<file path="src/rtl/key_lock_pkg.sv">
// rtl/key_lock_pkg.sv - shared key-lock types and defaults
//
// Purpose: state encoding and default sizing shared by the key loader and
//          the locked datapath blocks that consume its key.
// Ports:   none (package).
package key_lock_pkg;

  localparam int KEY_W_DEF    = 4;
  localparam int MAX_FAIL_DEF = 3;

  typedef enum logic [2:0] {
    ST_IDLE    = 3'd0,
    ST_SHIFT   = 3'd1,
    ST_CHECK   = 3'd2,
    ST_DONE    = 3'd3,
    ST_LOCKOUT = 3'd4
  } key_state_t;

endpackage

</file>
<file path="src/rtl/key_loader.sv">
// rtl/key_loader.sv - serial key loader with parity check and lockout
//
// Purpose: shifts a KEY_W-bit key plus one even-parity bit (MSB first) in
//          from secure storage, releases the key only after the parity
//          check passes, and locks out permanently after MAX_FAIL
//          consecutive parity failures (only rst recovers).
// Ports:
//   clk        - clock, rising edge
//   rst        - synchronous active-high reset
//   start      - single-cycle load request (honoured in IDLE/DONE)
//   ser_valid  - ser_data carries a bit
//   ser_data   - serial key/parity bit
//   ser_ready  - a bit is accepted this cycle (SHIFT only)
//   key        - verified key, zero unless key_valid
//   key_valid  - key holds a verified key
//   busy       - load in progress (SHIFT or CHECK)
//   error      - one-cycle pulse during a failing CHECK
//   locked_out - permanent lockout reached
//   fail_cnt   - consecutive parity failure count, saturating
module key_loader
  import key_lock_pkg::*;
#(
  parameter int KEY_W    = KEY_W_DEF,
  parameter int MAX_FAIL = MAX_FAIL_DEF
) (
  input  logic             clk,
  input  logic             rst,
  input  logic             start,
  input  logic             ser_valid,
  input  logic             ser_data,
  output logic             ser_ready,
  output logic [KEY_W-1:0] key,
  output logic             key_valid,
  output logic             busy,
  output logic             error,
  output logic             locked_out,
  output logic [1:0]       fail_cnt
);

  localparam int               CNT_W    = $clog2(KEY_W + 2);
  localparam logic [CNT_W-1:0] LAST_BIT = CNT_W'(KEY_W);
  localparam logic [1:0]       FAIL_MAX = 2'(MAX_FAIL);

  key_state_t       state;
  logic [KEY_W:0]   frame;
  logic [CNT_W-1:0] bit_cnt;
  logic [KEY_W:0]   frame_next;
  logic [1:0]       fail_inc;

  // Frame register as it will look once the current serial bit is shifted in;
  // the parity bit ends up in bit 0, the key in the bits above it.
  assign frame_next = {frame[KEY_W-1:0], ser_data};
  assign fail_inc   = (fail_cnt >= FAIL_MAX) ? FAIL_MAX : fail_cnt + 2'd1;

  always_ff @(posedge clk) begin
    if (rst) begin
      state      <= ST_IDLE;
      frame      <= '0;
      bit_cnt    <= '0;
      key        <= '0;
      key_valid  <= 1'b0;
      ser_ready  <= 1'b0;
      busy       <= 1'b0;
      error      <= 1'b0;
      locked_out <= 1'b0;
      fail_cnt   <= 2'd0;
    end else begin
      error <= 1'b0;
      case (state)
        ST_IDLE, ST_DONE: begin
          if (start) begin
            state     <= ST_SHIFT;
            bit_cnt   <= '0;
            key       <= '0;
            key_valid <= 1'b0;
            ser_ready <= 1'b1;
            busy      <= 1'b1;
          end
        end
        ST_SHIFT: begin
          if (ser_valid) begin
            frame   <= frame_next;
            bit_cnt <= bit_cnt + CNT_W'(1);
            if (bit_cnt == LAST_BIT) begin
              // Parity verdict is registered here so error is high for
              // exactly the CHECK cycle.
              state     <= ST_CHECK;
              ser_ready <= 1'b0;
              error     <= ^frame_next;
            end
          end
        end
        ST_CHECK: begin
          busy <= 1'b0;
          if (error) begin
            fail_cnt <= fail_inc;
            if (fail_inc == FAIL_MAX) begin
              state      <= ST_LOCKOUT;
              locked_out <= 1'b1;
            end else begin
              state <= ST_IDLE;
            end
          end else begin
            key       <= frame[KEY_W:1];
            key_valid <= 1'b1;
            fail_cnt  <= 2'd0;
            state     <= ST_DONE;
          end
        end
        ST_LOCKOUT: begin
          state <= ST_LOCKOUT;
        end
        default: begin
          state <= ST_IDLE;
        end
      endcase
    end
  end

endmodule

</file>
<file path="config.mk">
export PLATFORM = sky130hd
export DESIGN_NAME = key_loader
export DESIGN_NICKNAME = d
export VERILOG_FILES = /design/src/rtl/key_lock_pkg.sv /design/src/rtl/key_loader.sv
export SDC_FILE = /design/constraint.sdc
export NUM_CORES = 1
export LEC_CHECK = 0
export CELL_PAD_IN_SITES_DETAIL_PLACEMENT = 0
export CELL_PAD_IN_SITES_GLOBAL_PLACEMENT = 2
export CORE_MARGIN = 1
export CORE_UTILIZATION = 33
export CTS_BUF_LIST = sky130_fd_sc_hd__clkbuf_8 sky130_fd_sc_hd__clkbuf_16
export DETAILED_ROUTE_END_ITERATION = 7
export DONT_BUFFER_PORTS = 1
export PLACE_DENSITY_LB_ADDON = 0.3
export SLEW_MARGIN = 20
export SYNTH_ARGS = -nofsm -noshare
export SYNTH_HDL_FRONTEND = slang
export SYNTH_SLANG_ARGS = --single-unit
</file>
<file path="constraint.sdc">
create_clock -name clk -period 1.2 [get_ports clk]
set_input_delay 0.24 -clock clk [delete_from_list [all_inputs] [get_ports clk]]
set_output_delay 0.24 -clock clk [all_outputs]
set_load 0.05 [all_outputs]
</file>
## Word level (Yosys, flattened, before mapping)

Cells that the tools add are included.

| operators by class | value |
|---|---|
| add/subtract/negate cells | 2 |
| $mul | 0 |
| div/mod/pow operators | 0 |
| magnitude comparators | 1 |
| eq/ne operators | 10 |
| shifts and indexed selects | 0 |
| multiplexer cells | 22 |
| bitwise operators | 3 |
| reduce and logical (&&, ||, !) cells | 13 |

Operator list:

| operator | number |
|---|---|
| 3-bit two-way mux | 7 |
| 3-bit one-hot mux with 4 select lines | 1 |
| 3-bit AND reduction | 4 |
| 4-bit two-way mux | 2 |
| 2-bit != test, second input constant | 4 |
| 4-bit one-hot mux with 2 select lines | 1 |
| 3-bit by 2-bit == test with 1-bit output, second input constant | 2 |
| 3-bit == test, second input constant | 2 |
| 1-bit one-hot mux with 2 select lines | 3 |
| 3-bit one-hot mux with 2 select lines | 1 |
| 1-bit two-way mux | 5 |
| 5-bit XOR reduction | 1 |
| 2-bit two-way mux | 2 |
| 2-bit AND reduction | 2 |
| 4-bit AND reduction | 1 |
| 2-bit nonzero test | 2 |
| 4-bit OR reduction | 1 |
| 3-bit by 1-bit adder with 3-bit output, second input constant | 1 |
| 3-bit by 1-bit == test with 1-bit output, second input constant | 1 |
| 3-bit zero test | 1 |
| 1-bit inverter | 3 |
| 2-bit by 1-bit adder with 2-bit output, second input constant | 1 |
| 2-bit == test, second input constant | 1 |
| 2-bit greater-or-equal comparator, second input constant | 1 |
| 2-bit OR reduction | 1 |

| storage, ports and cells | value |
|---|---|
| register bits | 22 |
| latch bits | 0 |
| bits in writable memories | 0 |
| ROM bits | 0 |
| input port bits | 5 |
| memories kept | 0 |

## Logic depth before layout (Yosys ltp)

Gate-level depths: netlist of the first run.

| depth | value |
|---|---|
| depth in word-level cells | 6 |
| depth in mapped cells | 6 |
| mapped depth without buffers | 6 |

## Least setup slack after synthesis of the first run

Ideal clock, no wire load.

| path | value |
|---|---|
| kind | register to register |
| from | reg error |
| to | reg key[0] |
| library setup time | 0.060 ns |
| arrival time | 1.379 ns |
| data required time | 1.140 ns |
| path slack | -0.239 ns |
| cell stages (with the launch flop) | 5 |
| path buffers | 0 |
| clock period less this slack | 1.439 ns |
| cell sequence | dfxtp_1 nand2b_1 o22ai_1 a21oi_2 a22o_1 |

| between the ends | value |
|---|---|
| cells in the longest elaborated chain, start to end | 2 |

Ends and longest elaborated chain:

| what | line | text |
|---|---|---|
| start, declared | key_loader.sv:35 | `output logic error,` |
| start signal, assigned | key_loader.sv:89 | `error <= ^frame_next;` |
| 2-bit != test (no line) | n/a |  |
| 3-bit AND reduction (no line) | n/a |  |
| end signal, assigned | key_loader.sv:104 | `key <= frame[KEY_W:1];` |
| end, declared | key_loader.sv:32 | `output logic [KEY_W-1:0] key,` |

Every way passes these cells.
A chain may end at the register's enable or synchronous reset.

## Worst setup path after layout of the first run

| path | value |
|---|---|
| from | reg state[1] |
| to | reg key[1] |

| between the ends | value |
|---|---|
| cells in the longest elaborated chain, start to end | 4 |
| elaborated cells on any way between the ends | 9 |

Ends and longest elaborated chain:

| what | line | text |
|---|---|---|
| start, declared | key_loader.sv:44 | `key_state_t state;` |
| start signal, assigned | key_loader.sv:57 | `state <= ST_IDLE;` |
| start signal, assigned | key_loader.sv:72 | `state <= ST_SHIFT;` |
| start signal, assigned | key_loader.sv:87 | `state <= ST_CHECK;` |
| 3-bit by 2-bit == test with 1-bit output or 3-bit zero test (tied branches) | key_loader.sv:69 | `case (state)` |
| 2-bit OR reduction | key_loader.sv:69 |  |
| 2-bit != test (no line) or 2-bit nonzero test (tied branches) | n/a |  |
| 3-bit AND reduction (no line) | n/a |  |

Several ways; a longest one is shown, not always the timed one.

==> flow_summary.html, run 1 <==
<table>
<tr><th>Metric</th><th>Value</th></tr>
<tr><th colspan="2">Min path</th></tr>
<tr><td>Sink of the worst hold path</td><td>bit_cnt[2]</td></tr>
<tr><td>Min-delay worst type</td><td>in2reg</td></tr>
<tr><td>Worst Hold Path Cells</td><td>1</td></tr>
<tr><td>Hold path startpoint</td><td>rst</td></tr>
<tr><th colspan="2">Logic synthesis</th></tr>
<tr><td>Top post-synthesis cells by area</td><td>sky130_fd_sc_hd__dfxtp_1 43%, sky130_fd_sc_hd__mux2i_1 5.9%, sky130_fd_sc_hd__nor3_1 4.4%</td></tr>
<tr><td>Synthesis Warnings</td><td>0</td></tr>
<tr><td>Avg Inst Size Synth</td><td>9.66 um^2</td></tr>
<tr><td>Fraction of post-synthesis cell area in the top cell type by area</td><td>43.0%</td></tr>
<tr><td>Sequential share of the synthesized area</td><td>43.0%</td></tr>
<tr><td>Unique masters post-synth</td><td>37</td></tr>
<tr><td>Post-synthesis cell type with the largest combined area</td><td>sky130_fd_sc_hd__dfxtp_1</td></tr>
<tr><td>Syn Inst Count</td><td>106</td></tr>
<tr><td>Netlist Area Pre-Place</td><td>0.00102 mm^2</td></tr>
<tr><td>Syn Nets</td><td>113</td></tr>
<tr><td>Count of state elements after synthesis</td><td>22</td></tr>
<tr><th colspan="2">Worst setup path</th></tr>
<tr><td>Crit path largest cell delay</td><td>0.43 ns</td></tr>
<tr><td>Length in cells of the worst reg-to-reg path</td><td>3</td></tr>
<tr><td>Ordered cell list for the critical path</td><td>or3b_4 -&gt; nor3_4 -&gt; a22o_1</td></tr>
<tr><td>Standard cell with the maximum stage delay on the critical path</td><td>sky130_fd_sc_hd__or3b_4</td></tr>
<tr><td>Critical Path End Type</td><td>flip-flop</td></tr>
<tr><td>Register-to-register path setup slack</td><td>-0.02 ns</td></tr>
<tr><td>Critical path launch point type</td><td>flip-flop</td></tr>
<tr><td>CP Buf/Inv Count</td><td>0</td></tr>
<tr><td>Worst Path Max Fanout</td><td>8</td></tr>
<tr><td>WP data required</td><td>between 1 and 1.5 ns</td></tr>
<tr><td>Worst reg2reg path startpoint</td><td>state[1]</td></tr>
<tr><td>Crit path DAT</td><td>1.43 ns</td></tr>
<tr><td>Top cell family by delay on the critical path</td><td>simple AND/OR/NAND/NOR gates</td></tr>
<tr><td>Critical Setup Path Class</td><td>reg2reg</td></tr>
<tr><td>Endpoint of the worst register-to-register path</td><td>key[1]</td></tr>
<tr><td>First element of the critical path</td><td>state[1]</td></tr>
<tr><th colspan="2">Timing</th></tr>
<tr><td>Highest Clock Rate</td><td>0.819 GHz</td></tr>
<tr><td>Actual transition at the worst max-transition pin</td><td>0.232 ns</td></tr>
<tr><td>Minimum hold slack</td><td>0.0331 ns</td></tr>
<tr><td>Final critical delay including setup and external delays</td><td>around 1.2 ns</td></tr>
<tr><td>Clock Skew</td><td>around 0.0055 ns</td></tr>
<tr><td>Final setup margin</td><td>-0.0212 ns</td></tr>
<tr><td>Final worst-path cycle share</td><td>102%</td></tr>
<tr><td>Setup violation total in the final timing report</td><td>4</td></tr>
<tr><td>Slew headroom</td><td>a little over four fifths</td></tr>
<tr><td>Final Hold Vio Count</td><td>0</td></tr>
<tr><td>RSZ-0062 raised after global routing</td><td>yes</td></tr>
<tr><td>Setup TNS Final</td><td>-0.0730 ns</td></tr>
<tr><td>Total count of max-transition violations in the final report</td><td>0</td></tr>
<tr><th colspan="2">Placement</th></tr>
<tr><td>Port Buffers</td><td>0</td></tr>
<tr><td>Final RePlAce weighted congestion</td><td>0.874</td></tr>
<tr><td>HPWL after detailed placement</td><td>about 1500 um</td></tr>
<tr><th colspan="2">Layout</th></tr>
<tr><td>Area taken by flip-flops and latches</td><td>453 um^2</td></tr>
<tr><td>Area growth from synthesis to layout</td><td>30.1%</td></tr>
<tr><td>Diodes inserted</td><td>0</td></tr>
<tr><td>Fill cell instance count of the final layout</td><td>284</td></tr>
<tr><td>Layout Nets</td><td>around 140</td></tr>
<tr><td>Layout cells sized above 1</td><td>37.7%</td></tr>
<tr><td>Most common cell after layout, fill and taps aside</td><td>sky130_fd_sc_hd__buf_4</td></tr>
<tr><td>Area occupied by multi-input gates</td><td>564 um^2</td></tr>
<tr><td>Commonest non-fill, non-tap cells in the layout</td><td>22 x sky130_fd_sc_hd__buf_4, 18 x sky130_fd_sc_hd__dfxtp_1, 11 x sky130_fd_sc_hd__nor2_1</td></tr>
<tr><th colspan="2">GRT</th></tr>
<tr><td>Number of global-route vias before repair</td><td>slightly below 800</td></tr>
<tr><td>Number of antenna violations at the first check in global routing</td><td>0</td></tr>
<tr><td>Pin count of the biggest net entering global routing</td><td>21</td></tr>
<tr><td>Wire length of the first global-routing pass</td><td>3510 um</td></tr>
<tr><td>Grt ovf</td><td>0</td></tr>
<tr><td>Combined global-route utilization of all metal layers</td><td>14.2%</td></tr>
<tr><th colspan="2">Floorplan</th></tr>
<tr><td>Horizontal die dimension</td><td>57.7 um</td></tr>
<tr><td>Initial Utilization</td><td>35.9%</td></tr>
<tr><td>Die height</td><td>57.7 um</td></tr>
<tr><td>DIE AREA</td><td>0.00333 mm^2</td></tr>
<tr><td>Placement Rows</td><td>19</td></tr>
<tr><td>Core outline area</td><td>0.00285 mm^2</td></tr>
<tr><td>Io pins</td><td>16</td></tr>
<tr><th colspan="2">Clock network</th></tr>
<tr><td>H-tree Lvls</td><td>1</td></tr>
<tr><td>Cell at the root of the clock tree</td><td>sky130_fd_sc_hd__clkbuf_8</td></tr>
<tr><td>Hold-fix buffers at CTS</td><td>0</td></tr>
<tr><td>Clock slew seen by the registers of the worst setup and hold paths</td><td>0.08 ns</td></tr>
<tr><td>Clk_lat worst skew</td><td>0.26 ns</td></tr>
<tr><td>TritonCTS clock tree</td><td>built</td></tr>
<tr><td>Largest buffer count on any clock path</td><td>2</td></tr>
<tr><td>Sinks on the clock net</td><td>22</td></tr>
<tr><td>Total CTS buffers</td><td>3</td></tr>
<tr><th colspan="2">Detailed routing</th></tr>
<tr><td>DRT antenna net count</td><td>0</td></tr>
<tr><td>Number of DRC markers after the initial detailed-route iteration</td><td>23</td></tr>
<tr><td>DRC violation count after routing</td><td>1</td></tr>
<tr><td>Final Routed Wirelength</td><td>2080 um</td></tr>
<tr><td>Router iterations before antenna repair</td><td>6</td></tr>
<tr><td>Detailed-route via count</td><td>803</td></tr>
<tr><td>WL per Instance</td><td>12.9 um</td></tr>
<tr><td>Number of vias per cell</td><td>4.99</td></tr>
<tr><th colspan="2">Power</th></tr>
<tr><td>Static Leak</td><td>0.541 nW</td></tr>
<tr><td>Pwr dens</td><td>a little over 1000 mW/mm^2</td></tr>
<tr><td>Maximum vdd ir drop</td><td>~0.60 mV</td></tr>
<tr><th colspan="2">Status</th></tr>
<tr><td>Result of the run</td><td>complete, but fails checks</td></tr>
<tr><td>Violations in the final reports</td><td>DRC, setup timing</td></tr>
<tr><th colspan="2">Flow run</th></tr>
<tr><td>Max Cap Violations</td><td>0</td></tr>
</table>
-- metrics by stage --
stage	total power, mW	std cells	worst slack [ns]	cell area [um^2]	utilization [%]
2_1_floorplan	0.879	106	0.000302	1030	-
3_3_place_gp	0.912	156	-0.121	1220	42.9
3_5_place_dp	0.913	156	-0.133	1220	42.9
4_1_cts	1.38	160	-0.0151	1270	44.6
5_1_grt	1.43	161	-0.0783	1330	46.7
6_report	1.36	161	-0.0212	1330	46.7
-- cells in the mapped netlist --
cell type and instances:
sky130_fd_sc_hd__dfxtp_1 22, sky130_fd_sc_hd__nor2_1 12, sky130_fd_sc_hd__nor3_1 9, sky130_fd_sc_hd__a21oi_1 6, sky130_fd_sc_hd__inv_1 6, sky130_fd_sc_hd__mux2i_1 6
sky130_fd_sc_hd__a22o_1 4, sky130_fd_sc_hd__nand2_1 3, sky130_fd_sc_hd__nand3_1 3, sky130_fd_sc_hd__o21ai_0 3, sky130_fd_sc_hd__xnor2_1 3, sky130_fd_sc_hd__buf_6 2
sky130_fd_sc_hd__ha_1 2, sky130_fd_sc_hd__nand2b_1 2, sky130_fd_sc_hd__a211oi_1 1, sky130_fd_sc_hd__a211oi_2 1, sky130_fd_sc_hd__a21oi_2 1, sky130_fd_sc_hd__a31oi_1 1
sky130_fd_sc_hd__and2b_2 1, sky130_fd_sc_hd__buf_1 1, sky130_fd_sc_hd__buf_2 1, sky130_fd_sc_hd__clkbuf_1 1, sky130_fd_sc_hd__nand3b_1 1, sky130_fd_sc_hd__nand3b_4 1
sky130_fd_sc_hd__nand4b_1 1, sky130_fd_sc_hd__nor2_2 1, sky130_fd_sc_hd__nor2_4 1, sky130_fd_sc_hd__nor2b_1 1, sky130_fd_sc_hd__nor3_2 1, sky130_fd_sc_hd__nor3_4 1
sky130_fd_sc_hd__o211a_1 1, sky130_fd_sc_hd__o21a_4 1, sky130_fd_sc_hd__o22ai_1 1, sky130_fd_sc_hd__o31ai_1 1, sky130_fd_sc_hd__or3b_4 1, sky130_fd_sc_hd__xor2_1 1
sky130_fd_sc_hd__xor2_2 1
-- report_power, final --
part / switching (mW) / total (mW) / internal (mW)
clock network: 0.233 / 0.461 / 0.228
registers: 0.0127 / 0.751 / 0.738
logic: 0.0777 / 0.148 / 0.0705
-- worst max path at each step --
stage | to | slack [ns] | depth (start not counted)
final | key[1] | -0.02 | 3
after global routing | key[0] | -0.08 | 3
after CTS | key[1] | -0.02 | 3
after detailed placement | key[0] | -0.13 | 3
after global placement | key[3] | -0.12 | 4
after floorplan | key[3] | 0.0003 | 5
-- layer usage --
metal / GRT usage, % / part of all wire [%]
met1: 18.1 / 48
met2: 21.9 / 47
met3: 4.02 / 3.6
met4: 7.14 / 1.8
met5: 0 / 0
-- logic make-up after synthesis --
kind of cell,after synthesis,share of synthesized area (%)
multiplexers,6,5.87
XOR/XNOR,5,5.01
AND/OR/NAND/NOR,39,23.0
AO/OA/AOI/OAI,21,15.0
flip-flops,22,43.0
adder cells (fa/ha/maj),2,2.44
buffers and inverters,11,5.62
-- sequential cells by signal (all words and copies together) (netlist names) --
signal and flops:
bit_cnt 3, busy 1, error 1, fail_cnt 2
frame 5, key 4, key_valid 1, locked_out 1
ser_ready 1, state 3
-- timing repair --
item,4_1_cts,5_1_grt
resized for setup,3,13
buffers inserted,0,1
pin swaps,3,7
setup endpoints to repair,19,16
-- cell type report --
| class | count | area share (%) |
|---|---|---|
| repair buffers | 25 | 15.6 |
| flip-flops and latches | 22 | 34.0 |
| multi-input cells | 73 | 42.4 |
| clock inverters | 1 | 0.282 |
| well taps | 31 | 2.91 |
| clock buffers | 3 | 3.10 |
| inverters | 6 | 1.69 |
Note: power is estimated with default switching activity, not from simulation.
==> inputs of run 2 (changes only) <==
--- a/config.mk
+++ b/config.mk
@@ -5,13 +5,16 @@
 export SDC_FILE = /design/constraint.sdc
 export NUM_CORES = 1
 export LEC_CHECK = 0
+export ABC_AREA = 1
 export CELL_PAD_IN_SITES_DETAIL_PLACEMENT = 0
 export CELL_PAD_IN_SITES_GLOBAL_PLACEMENT = 2
+export CORE_ASPECT_RATIO = 0.7
 export CORE_MARGIN = 1
-export CORE_UTILIZATION = 33
+export CORE_UTILIZATION = 31
 export CTS_BUF_LIST = sky130_fd_sc_hd__clkbuf_8 sky130_fd_sc_hd__clkbuf_16
 export DETAILED_ROUTE_END_ITERATION = 7
 export DONT_BUFFER_PORTS = 1
+export GPL_ROUTABILITY_DRIVEN = 0
 export PLACE_DENSITY_LB_ADDON = 0.3
 export SLEW_MARGIN = 20
 export SYNTH_ARGS = -nofsm -noshare
==> flow_summary.html, run 2 <==
<table>
<tr><th>Metric</th><th>Value</th></tr>
<tr><th colspan="2">Status</th></tr>
<tr><td>Result of the run</td><td>completed</td></tr>
<tr><th colspan="2">Logic synthesis</th></tr>
<tr><td>Netlist Area Pre-Place</td><td>0.00106 mm^2 (+3.9%)</td></tr>
<tr><td>Post-synthesis cell type with the largest combined area</td><td>sky130_fd_sc_hd__dfxtp_1</td></tr>
<tr><td>Post-synth EDFFs</td><td>0 (unchanged)</td></tr>
<tr><td>Proportion of synthesized flip-flops having asynchronous set or reset</td><td>0% (unchanged)</td></tr>
<tr><td>Top post-synthesis cells by area</td><td>sky130_fd_sc_hd__dfxtp_1 41%, sky130_fd_sc_hd__nand2_1 7.1%, sky130_fd_sc_hd__nor2_1 7.1%</td></tr>
<tr><td>Dominant register cell in the synthesized netlist</td><td>sky130_fd_sc_hd__dfxtp_1</td></tr>
<tr><td>Synthesis Warnings</td><td>0 (unchanged)</td></tr>
<tr><td>Count of state elements after synthesis</td><td>22 (unchanged)</td></tr>
<tr><td>Avg Inst Size Synth</td><td>7.65 um^2 (-21%)</td></tr>
<tr><td>Sequential share of the synthesized area</td><td>41.4% (-1.6 points)</td></tr>
<tr><td>Fraction of post-synthesis cell area in the top cell type by area</td><td>41.4% (-1.6 points)</td></tr>
<tr><td>Unique masters post-synth</td><td>25 (-32%)</td></tr>
<tr><td>Syn Nets</td><td>146 (+29%)</td></tr>
<tr><td>Dominant cell by count in the synthesized netlist</td><td>sky130_fd_sc_hd__dfxtp_1</td></tr>
<tr><td>Most numerous cell types in the synthesized netlist</td><td>22 x sky130_fd_sc_hd__dfxtp_1, 20 x sky130_fd_sc_hd__nand2_1, 20 x sky130_fd_sc_hd__nor2_1, 14 x sky130_fd_sc_hd__a21oi_1, 10 x sky130_fd_sc_hd__nand3_1</td></tr>
<tr><td>Syn Inst Count</td><td>139 (+31%)</td></tr>
<tr><th colspan="2">Layout</th></tr>
<tr><td>Diodes inserted</td><td>0 (unchanged)</td></tr>
<tr><td>Area taken by flip-flops and latches</td><td>453 um^2 (unchanged)</td></tr>
<tr><td>Commonest non-fill, non-tap cells in the layout</td><td>26 x sky130_fd_sc_hd__buf_4, 19 x sky130_fd_sc_hd__nor2_1, 19 x sky130_fd_sc_hd__nand2_1</td></tr>
<tr><td>Finished Core Util</td><td>44.0% (-2.6 points)</td></tr>
<tr><td>Largest registers in the final layout</td><td>frame x5, key x4</td></tr>
<tr><td>Area occupied by multi-input gates</td><td>574 um^2 (+1.8%)</td></tr>
<tr><td>Largest reg by FF count</td><td>frame</td></tr>
<tr><td>Number of flip-flops in the largest register</td><td>5 (unchanged)</td></tr>
<tr><td>Layout cells sized above 1</td><td>37.7% (about the same)</td></tr>
<tr><td>Layout Nets</td><td>175 (+27%)</td></tr>
<tr><td>Fill cell instance count of the final layout</td><td>318 (+12%)</td></tr>
<tr><td>Most common cell after layout, fill and taps aside</td><td>sky130_fd_sc_hd__buf_4</td></tr>
<tr><td>Area growth from synthesis to layout</td><td>32.9%</td></tr>
<tr><th colspan="2">Worst setup path</th></tr>
<tr><td>Worst Path Max Fanout</td><td>3 (-5)</td></tr>
<tr><td>Crit path largest cell delay</td><td>0.33 ns (-0.10 ns)</td></tr>
<tr><td>Worst reg2reg path startpoint</td><td>bit_cnt[0]</td></tr>
<tr><td>WP data required</td><td>1.41 ns (about the same)</td></tr>
<tr><td>Critical Path End Type</td><td>flip-flop</td></tr>
<tr><td>Register-to-register path setup slack</td><td>0.01 ns (+0.03 ns)</td></tr>
<tr><td>Critical Setup Path Class</td><td>reg2reg</td></tr>
<tr><td>Crit path DAT</td><td>1.40 ns (-0.03 ns)</td></tr>
<tr><td>Standard cell with the maximum stage delay on the critical path</td><td>sky130_fd_sc_hd__dfxtp_2</td></tr>
<tr><td>Critical path launch point type</td><td>flip-flop</td></tr>
<tr><td>Length in cells of the worst reg-to-reg path</td><td>6 (+3)</td></tr>
<tr><td>Endpoint of the worst register-to-register path</td><td>bit_cnt[2]</td></tr>
<tr><td>Top cell family by delay on the critical path</td><td>flip-flops</td></tr>
<tr><td>First element of the critical path</td><td>bit_cnt[0]</td></tr>
<tr><td>Ordered cell list for the critical path</td><td>buf_4 -&gt; ha_1 -&gt; xnor2_1 -&gt; nor2_1 -&gt; nand3_2 -&gt; a21oi_2</td></tr>
<tr><td>CP Buf/Inv Count</td><td>1 (+1)</td></tr>
<tr><th colspan="2">Floorplan</th></tr>
<tr><td>Initial Utilization</td><td>33.1% (-2.8 points)</td></tr>
<tr><td>DIE AREA</td><td>0.00367 mm^2 (+10%)</td></tr>
<tr><td>Placement Rows</td><td>17 (-2)</td></tr>
<tr><td>Die height</td><td>51.0 um (-12%)</td></tr>
<tr><td>Core outline area</td><td>0.00321 mm^2 (+13%)</td></tr>
<tr><td>Horizontal die dimension</td><td>72.0 um (+25%)</td></tr>
<tr><td>Io pins</td><td>16 (unchanged)</td></tr>
<tr><th colspan="2">Flow run</th></tr>
<tr><td>Max Cap Violations</td><td>0 (unchanged)</td></tr>
<tr><th colspan="2">Placement</th></tr>
<tr><td>Worst slack at placement</td><td>-0.0244 ns (+0.108 ns)</td></tr>
<tr><td>HPWL after detailed placement</td><td>1640 um (+9.5%)</td></tr>
<tr><td>Port Buffers</td><td>0 (unchanged)</td></tr>
<tr><th colspan="2">GRT</th></tr>
<tr><td>Grt ovf</td><td>0 (unchanged)</td></tr>
<tr><td>Number of antenna violations at the first check in global routing</td><td>0 (unchanged)</td></tr>
<tr><td>Wire length of the first global-routing pass</td><td>3700 um (+5.3%)</td></tr>
<tr><td>Pin count of the biggest net entering global routing</td><td>13 (-38%)</td></tr>
<tr><td>Number of global-route vias before repair</td><td>805 (+4.7%)</td></tr>
<tr><td>Combined global-route utilization of all metal layers</td><td>13.6% (-0.57 points)</td></tr>
<tr><th colspan="2">Detailed routing</th></tr>
<tr><td>Detailed-route via count</td><td>968 (+21%)</td></tr>
<tr><td>WL per Instance</td><td>11.4 um (-12%)</td></tr>
<tr><td>DRC violation count after routing</td><td>0 (-1)</td></tr>
<tr><td>Final Routed Wirelength</td><td>2440 um (+17%)</td></tr>
<tr><td>Number of DRC markers after the initial detailed-route iteration</td><td>46 (+100%)</td></tr>
<tr><td>Router iterations before antenna repair</td><td>4 (-2)</td></tr>
<tr><td>Number of vias per cell</td><td>4.52 (-9.3%)</td></tr>
<tr><td>DRT antenna net count</td><td>0 (unchanged)</td></tr>
<tr><th colspan="2">Clock network</th></tr>
<tr><td>Cell at the root of the clock tree</td><td>sky130_fd_sc_hd__clkbuf_8</td></tr>
<tr><td>Largest buffer count on any clock path</td><td>2 (unchanged)</td></tr>
<tr><td>H-tree Lvls</td><td>1 (unchanged)</td></tr>
<tr><td>TritonCTS clock tree</td><td>built</td></tr>
<tr><td>Total CTS buffers</td><td>3 (unchanged)</td></tr>
<tr><td>Sinks on the clock net</td><td>22 (unchanged)</td></tr>
<tr><td>Clock slew seen by the registers of the worst setup and hold paths</td><td>0.08 ns (about the same)</td></tr>
<tr><td>Clk_lat worst skew</td><td>0.27 ns (about the same)</td></tr>
<tr><th colspan="2">Timing</th></tr>
<tr><td>Setup TNS Final</td><td>0 ns (+0.0730 ns)</td></tr>
<tr><td>Final critical delay including setup and external delays</td><td>1.19 ns (-0.0310 ns)</td></tr>
<tr><td>Final Hold Vio Count</td><td>0 (unchanged)</td></tr>
<tr><td>Setup violation total in the final timing report</td><td>0 (-4)</td></tr>
<tr><td>Slew headroom</td><td>77.5% (-7.1 points)</td></tr>
<tr><td>Total count of max-transition violations in the final report</td><td>0 (unchanged)</td></tr>
<tr><td>Actual transition at the worst max-transition pin</td><td>0.337 ns (+0.106 ns)</td></tr>
<tr><td>RSZ-0062 raised after global routing</td><td>yes</td></tr>
<tr><td>Clock Skew</td><td>0.00491 ns (-0.000553 ns)</td></tr>
<tr><td>Highest Clock Rate</td><td>0.840 GHz (+2.6%)</td></tr>
<tr><td>Final setup margin</td><td>0.00976 ns (+0.0310 ns)</td></tr>
<tr><td>Final worst-path cycle share</td><td>99.2% (-2.6 points)</td></tr>
<tr><th colspan="2">Power</th></tr>
<tr><td>Pwr dens</td><td>2100 mW/mm^2 (+110%)</td></tr>
<tr><td>Static Leak</td><td>0.602 nW (+11%)</td></tr>
<tr><td>Overall power of the completed layout</td><td>2.97 mW (+120%)</td></tr>
<tr><td>Maximum vdd ir drop</td><td>0.774 mV (+28%)</td></tr>
<tr><th colspan="2">Min path</th></tr>
<tr><td>Sink of the worst hold path</td><td>bit_cnt[2]</td></tr>
<tr><td>Hold path startpoint</td><td>rst</td></tr>
<tr><td>Worst Hold Path Cells</td><td>1 (unchanged)</td></tr>
<tr><td>Min-delay worst type</td><td>in2reg</td></tr>
</table>
## run 2: metrics by stage
| step | area [um^2] | hold WS [ns] | instances |
|---|---|---|---|
| 5_1_grt | 1410 | 0.00629 | 214 |
| 4_1_cts | 1310 | 0.0222 | 206 |
| 2_1_floorplan | 1060 | 0.375 | 139 |
| 3_3_place_gp | 1240 | 0.307 | 200 |
| 6_report | 1410 | 0.0283 | 214 |
| 3_5_place_dp | 1240 | 0.310 | 200 |
## run 2: worst max-delay path by stage
stage	cells after the start	end	slack [ns]
2_1_floorplan	7	state[1]	0.07
3_3_place_gp	7	state[1]	-0.02
3_5_place_dp	7	state[1]	-0.02
4_1_cts	7	error	0.002
5_1_grt	7	error	-0.07
6_report	6	bit_cnt[2]	0.01
## run 2: power breakdown
part           total [mW]  switching [mW]  internal, mW  leakage [nW]
Combinational        1.42           0.841         0.577         0.391
Clock               0.533           0.240         0.293        0.0288
Sequential           1.02           0.139         0.884         0.182
## run 2: worst reg2reg max path: cells and delay by family (launching register included)
| kind | cells | cell delay, ns |
|---|---|---|
| flip-flops | 1 | 0.33 |
| XOR/XNOR | 1 | 0.12 |
| adder cells (fa/ha/maj) | 1 | 0.20 |
| buffers and inverters | 1 | 0.13 |
| AND/OR/NAND/NOR | 2 | 0.21 |
| AO/OA/AOI/OAI | 1 | 0.13 |
## run 2: layout make-up
| class | instances | share of cell area [%] |
|---|---|---|
| Multi-Input combinational cell | 97 | 40.6 |
| Tap cell | 47 | 4.16 |
| Clock buffer | 4 | 3.89 |
| Timing Repair Buffer | 26 | 13.8 |
| Sequential cell | 22 | 32.0 |
| Inverter | 18 | 5.49 |
## run 2: timing repair
action / 4_1_cts / 5_1_grt
hold buffers: 0 / 0
gates resized for setup: 4 / 15
pin swaps: 0 / 8
buffers inserted: 2 / 8
endpoints found under the setup margin: 9 / 17
## run 2: per-layer routing
metal  part of all wire [%]  GRT usage, %  vias up
li1                       -             -      509
met1                     50          18.5      432
met2                     44          19.5       23
met3                    5.0          5.13        4
met4                   0.94          4.58        0
met5                      0             0        -
## run 2: cell families after synthesis
logic type                 after synthesis  share of synthesized area, %
xor gates and xnor gates                 3                          2.47
AOI/OAI and AO/OA                       28                          14.0
DFF                                     22                          41.4
adders and majority gates                2                          2.35
buffers and inverters                   20                          7.06
and+or+nand+nor                         64                          32.7
